<file path="src/rtl/spi_slave_tx_mlane.sv">
// spi_slave_tx_mlane
//
// SPI slave transmit shifter. Each DATA_WIDTH-bit word goes out MSB first on
// 1, 2 or 4 lanes. A one-word staging buffer with a valid/ready handshake lets
// the next word be written while the current one shifts, so consecutive words
// stream without a gap. Everything runs in the sclk domain. Chip-select
// deassertion (cs=1) resets the block asynchronously.
//
// Ports:
//   sclk           in   clock; all state updates on the rising edge
//   cs             in   asynchronous active-high reset
//   mode_in        in   lane mode: 00 single, 01 dual, 10 quad, 11 single
//   counter_in     in   cycles per word minus 1
//   counter_in_upd in   start or restart a transfer and load counter_in as target
//   data_in        in   next word, MSB first
//   data_valid     in   data_in is valid
//   data_ready     out  staging buffer can accept a word
//   sdo            out  serial data lanes
//   done           out  word-boundary pulse
//   underrun       out  sticky underrun flag (only with SPI_SLAVE_TX_UNDERRUN_EN)
//
// Build option: define SPI_SLAVE_TX_UNDERRUN_EN to add the underrun port and flag.

module spi_slave_tx_mlane #(
    parameter int unsigned DATA_WIDTH = 32,
    parameter int unsigned CNT_WIDTH  = 8,
    parameter int unsigned TRGT_RST   = 7
) (
    input  logic                  sclk,
    input  logic                  cs,
    input  logic [1:0]            mode_in,
    input  logic [CNT_WIDTH-1:0]  counter_in,
    input  logic                  counter_in_upd,
    input  logic [DATA_WIDTH-1:0] data_in,
    input  logic                  data_valid,
    output logic                  data_ready,
    output logic [3:0]            sdo,
    output logic                  done
`ifdef SPI_SLAVE_TX_UNDERRUN_EN
    ,
    output logic                  underrun
`endif
);

    typedef enum logic [0:0] {StIdle, StShift} state_e;

    state_e                state_q, state_d;
    logic [CNT_WIDTH-1:0]  cnt_q, cnt_d;
    logic [CNT_WIDTH-1:0]  trgt_q, trgt_d;
    logic [1:0]            mode_q, mode_d;
    logic [DATA_WIDTH-1:0] sreg_q, sreg_d;
    logic [DATA_WIDTH-1:0] buf_q;
    logic                  buf_valid_q;
    logic [DATA_WIDTH-1:0] sreg_shifted;
    logic                  consume;
    logic                  boundary;
`ifdef SPI_SLAVE_TX_UNDERRUN_EN
    logic                  start_empty;
    logic                  underrun_q;
`endif

    // Shift by the lane count of the registered mode; zeros fill from the right.
    always_comb begin
        sreg_shifted = sreg_q << 1;
        case (mode_q)
            2'b01:   sreg_shifted = sreg_q << 2;
            2'b10:   sreg_shifted = sreg_q << 4;
            default: sreg_shifted = sreg_q << 1;
        endcase
    end

    assign boundary = (state_q == StShift) && (cnt_q == trgt_q);

    always_comb begin
        state_d = state_q;
        cnt_d   = cnt_q;
        trgt_d  = trgt_q;
        mode_d  = mode_q;
        sreg_d  = sreg_q;
        consume = 1'b0;
`ifdef SPI_SLAVE_TX_UNDERRUN_EN
        start_empty = 1'b0;
`endif
        if (counter_in_upd) begin
            // Start (or abort-and-restart); no shift in this cycle.
            trgt_d  = counter_in;
            cnt_d   = '0;
            mode_d  = mode_in;
            state_d = StShift;
            if (buf_valid_q) begin
                sreg_d  = buf_q;
                consume = 1'b1;
            end else begin
                sreg_d = '0;
`ifdef SPI_SLAVE_TX_UNDERRUN_EN
                start_empty = 1'b1;
`endif
            end
        end else if (state_q == StShift) begin
            if (!boundary) begin
                cnt_d  = cnt_q + CNT_WIDTH'(1);
                sreg_d = sreg_shifted;
            end else begin
                cnt_d = '0;
                if (buf_valid_q) begin
                    sreg_d  = buf_q;
                    consume = 1'b1;
                end else begin
                    sreg_d  = sreg_shifted;
                    state_d = StIdle;
                end
            end
        end
    end

    assign data_ready = !buf_valid_q || consume;

    always_ff @(posedge sclk or posedge cs) begin
        if (cs) begin
            state_q <= StIdle;
            cnt_q   <= '0;
            trgt_q  <= CNT_WIDTH'(TRGT_RST);
            mode_q  <= 2'b00;
            sreg_q  <= '0;
        end else begin
            state_q <= state_d;
            cnt_q   <= cnt_d;
            trgt_q  <= trgt_d;
            mode_q  <= mode_d;
            sreg_q  <= sreg_d;
        end
    end

    // A write in the same cycle as a consume refills the buffer with the new word.
    always_ff @(posedge sclk or posedge cs) begin
        if (cs) begin
            buf_q       <= '0;
            buf_valid_q <= 1'b0;
        end else if (data_valid && data_ready) begin
            buf_q       <= data_in;
            buf_valid_q <= 1'b1;
        end else if (consume) begin
            buf_valid_q <= 1'b0;
        end
    end

`ifdef SPI_SLAVE_TX_UNDERRUN_EN
    always_ff @(posedge sclk or posedge cs) begin
        if (cs) begin
            underrun_q <= 1'b0;
        end else if (start_empty) begin
            underrun_q <= 1'b1;
        end
    end

    assign underrun = underrun_q;
`endif

    always_comb begin
        sdo = {3'b000, sreg_q[DATA_WIDTH-1]};
        case (mode_q)
            2'b01:   sdo = {2'b00, sreg_q[DATA_WIDTH-1], sreg_q[DATA_WIDTH-2]};
            2'b10:   sdo = sreg_q[DATA_WIDTH-1:DATA_WIDTH-4];
            default: sdo = {3'b000, sreg_q[DATA_WIDTH-1]};
        endcase
    end

    assign done = boundary;

endmodule

</file>
<file path="config.mk">
export PLATFORM = sky130hd
export DESIGN_NAME = spi_slave_tx_mlane
export DESIGN_NICKNAME = d
export VERILOG_FILES = /design/src/rtl/spi_slave_tx_mlane.sv
export SDC_FILE = /design/constraint.sdc
export NUM_CORES = 1
export LEC_CHECK = 0
export BUFFER_PORTS_ARGS = -buffer_cell sky130_fd_sc_hd__clkbuf_2
export CAP_MARGIN = 10
export CORE_MARGIN = 1
export CORE_UTILIZATION = 49
export DETAILED_ROUTE_END_ITERATION = 8
export GPL_TIMING_DRIVEN = 1
export PLACE_DENSITY = 0.66
export SETUP_SLACK_MARGIN = 0.05
export SLEW_MARGIN = 0
export SYNTH_ARGS = -nofsm -noshare
export SYNTH_HDL_FRONTEND = slang
export SYNTH_SLANG_ARGS = --single-unit
</file>
<file path="constraint.sdc">
create_clock -name sclk -period 6.5 [get_ports sclk]
set_input_delay 0.325 -clock sclk [delete_from_list [all_inputs] [get_ports sclk]]
set_output_delay 0.325 -clock sclk [all_outputs]
set_load 0.01 [all_outputs]
</file>
==> metrics.md <==
| Metric | Value |
|---|---|
| Status | finished, violations left |
| Violated checks | DRC |
| Post-Synthesis Cells | 384 |
| Largest net degree at the start of global routing | 65 |
| RSZ-0062 raised after global routing | no |
| Share of async-settable or async-resettable flops after synthesis | 100% |
| Area of the multi-input gates | 2200 um^2 |
| Input/output buffers | 51 |
| Syn nets | 433 |
| Root buf cell | clkbuf_8 |
| R2r startpoint | trgt_q[2]$_DFFE_PP1P_ |
| Top_reg_cell synth | dfrtp_1 |
| DRC viols | 8 |
| Pleak | 2.18 nW |
| Sequential standard cell area | 2110 um^2 |
| Max-slew headroom | 24.9% |
| Final hold viol count | 0 |
| Worst hold path type | in -> async |
| Worst EP arrival | 2.92 ns |
| Final instance area | 4920 um^2 |
| Max rail drop VDD | 0.126 mV |
| Crit path from | trgt_q[2]$_DFFE_PP1P_ |
| Post-CTS setup repair buffer count | 0 |
| Critical path's largest stage delay | 0.74 ns |
| Synthesized flop and latch total | 84 |
| CP Launch Type | flop |
| Drt first pass iters | 8 |
| CP cell instances | xor2_1, nor4_2, nand4_1, buf_4, nand2_1, a221o_1 |
| Clock network power share | 24.7% |
| Pwr dens | 276 nW/um^2 |
| Slowest CP cell | nand2_1 |
| Share of cells above drive strength 1 | 28.2% |
| Max Freq | 0.374 GHz |
| Reg-to-Reg End | sreg_q[24]$_DFFE_PP0P_ |
| Crit path max fanout | 30 |
| Post-synth EDFFs | 0 |
| Initial antenna violation count | 0 |
| FILL cells | 791 |
| TNS Setup | 0 ns |
| Placeable core area | 8810 um^2 |
| CTS tree | yes |
| First-pass GRT wire length | 16.4 mm |
| Nets | 466 |
| Die ar. | 9540 um^2 |
| Total grt overflow | 0 |
| DP Area | 4750 um^2 |
| Vias per cell | 6.32 |
| WL final | 9.50 mm |
| Ys Warns | 0 |
| Routed Antenna Nets | 0 |
| Max Cap Viol | 0 |
| Worst Clk Skew | 0.00908 ns |
| Switching part of the total | 31.3% |
| Sequential share of power | 52.3% |
| P&R area growth vs syn | 9.71% |
| Comb pwr share | 23.0% |
| CTS resizes | 0 |
| Initial core utilization | 50.9% |
| CP Capture Type | flop |
| Slew @ Worst Pin | 1.12 ns |
| Hold_buf cts | 0 |
| Worst reg2reg path depth | 6 |
| Critical path class | reg -> reg |
| Tcrit/Tclk final | 41.2% |
| Die width | 97.7 um |
| # IOs | 52 |
| Row count | 34 |
| Synth cell types | 38 |
| CP endpoint | sreg_q[24]$_DFFE_PP0P_ |
| Setup slack, reg-to-reg | 3.82 ns |
| Final setup fails | 0 |
| Switch Pwr | 425 uW |
| Cell Area, Synth | 4480 um^2 |
| Int Power | 935 uW |
| Average size of a mapped cell | 11.7 um^2 |
| Sink Count | 84 |
| Height of the die | 97.7 um |
| Vias after detailed routing | 3351 |
| Worst Hold Slack | 0.0183 ns |
| Vias in the first global route | 3310 |
| Drt wl/cell | 17.9 um |
| All-Layer GR Usage | 21.3% |
| Final max-slew violation count | 0 |
| CTS Buffer Depth | 2 |
| DRT iter0 DRCs | 237 |
| H-tree depth | 3 |
| N_diodes | 0 |
| HPWL Detailed | 5.74 mm |
| Worst skew pair latency | 0.36 ns |
| Post-synthesis sequential area ratio | 47.0% |
| Tmin final | 2.68 ns |
| Final RePlAce weighted congestion | 0.762 |
| Required @ worst endpoint | 6.74 ns |
| CTS Buf Count | 9 |
| Worst-path clk slew | 0.09 ns |
## worst max-delay path, delay by kind of cell (launching register included)
family | cells | cell delay [ns]
buf+inv | 1 | 0.34
simple gates | 3 | 0.89
compound gates | 1 | 0.59
xor+xnor | 1 | 0.17
flops | 1 | 0.55
## cells in the final DEF, fill, tap and decap left out, types with 9 or more instances in the layout
| master | instances |
|---|---|
| mux2_2 | 10 |
| dfrtp_1 | 81 |
| nand2_1 | 12 |
| a221o_1 | 29 |
| nor3_1 | 35 |
| clkbuf_2 | 51 |
| a221oi_1 | 28 |
| xor2_1 | 11 |
| nor2b_1 | 28 |
| clkbuf_8 | 10 |
| a22o_1 | 29 |
| o21ai_0 | 9 |
| mux2_4 | 30 |
## per-stage QoR
stage	util (%)	instances	total power, mW	worst slack, ns
6_report	55.9	530	1.36	3.82
5_1_grt	55.9	530	1.44	3.62
4_1_cts	55.9	530	1.37	3.81
3_5_place_dp	53.9	514	1.03	3.83
3_3_place_gp	53.9	514	1.02	3.85
2_1_floorplan	-	384	0.949	4.01
## power by group through the flow
stage / logic (mW) / clock network, mW / registers (mW)
floorplan: 0.265 / 0 / 0.684
global placement: 0.304 / 0 / 0.717
detailed placement: 0.312 / 0 / 0.717
CTS: 0.315 / 0.346 / 0.708
global route: 0.351 / 0.362 / 0.723
finish: 0.313 / 0.335 / 0.712
## worst min path at each step
| stage | startpoint | to | slack (ns) | cells past startpoint |
|---|---|---|---|---|
| after floorplan | data_valid | buf_valid_q$_DFFE_PP0P_ | 0.43 | 1 |
| after global placement | cs | buf_q[23]$_DFFE_PP0P_ | 0.42 | 2 |
| after detailed placement | cs | buf_q[23]$_DFFE_PP0P_ | 0.43 | 2 |
| after CTS | cs | buf_q[23]$_DFFE_PP0P_ | 0.04 | 2 |
| after global routing | cs | buf_q[23]$_DFFE_PP0P_ | 0.07 | 2 |
| final | cs | buf_q[23]$_DFFE_PP0P_ | 0.02 | 2 |
## final cells by class
class                           instances  area share (%)
Timing Repair Buffer                   56            5.95
Multi-Input combinational cell        263            44.8
Inverter                                3           0.254
Clock inverter                          4           0.509
Clock buffer                           12            2.95
Sequential cell                        84            42.8
Tap cell                              108            2.75
## metal layers
layer / GRT usage, % / up-vias / part of all wire (%)
met2: 33.9 / 103 / 47
met4: 6.64 / 0 / 1.3
li1: - / 1542 / -
met5: 0 / - / 0
met1: 29.3 / 1696 / 47
met3: 4.17 / 10 / 4.5
## state kept, by name, indices dropped and copies added, names as in the netlist
name and flops:
sreg_q 32, mode_q 2, buf_valid_q 1, cnt_q 8, trgt_q 8, state_q 1
buf_q 32
## cell usage after synthesis, types with 2 or more instances
cell type / n / area (um^2)
buf_2: 7 / 35.0
buf_6: 4 / 45.0
o21ai_0: 9 / 45.0
a221o_1: 29 / 290
xnor2_1: 3 / 26.3
a21oi_1: 2 / 10.0
dfstp_2: 3 / 78.8
mux2_2: 10 / 113
nor2b_1: 28 / 175
o32ai_1: 2 / 17.5
and2_1: 4 / 25.0
a221oi_1: 28 / 245
nand3_1: 2 / 10.0
o211ai_1: 2 / 15.0
nor3_1: 35 / 175
ha_1: 3 / 37.5
inv_1: 3 / 11.3
xor2_1: 11 / 96.3
dfrtp_1: 81 / 2030
a22o_1: 29 / 254
nand4_1: 3 / 18.8
a22oi_1: 2 / 15.0
clkbuf_1: 22 / 82.6
or2_2: 2 / 12.5
nand2_1: 12 / 45.0
mux2_4: 30 / 450
nor2_1: 3 / 11.3
nand2b_1: 5 / 31.3
## cell families after synthesis
logic type	Yosys count	synth area share (%)
DFF	84	47.0
AOI/OAI and AO/OA	107	20.8
adders and majority gates	3	0.837
buffers and inverters	37	3.96
and+or+nand+nor	99	12.2
xor gates and xnor gates	14	2.73
muxes	40	12.6
No activity file was read; power rests on OpenSTA's default activity.
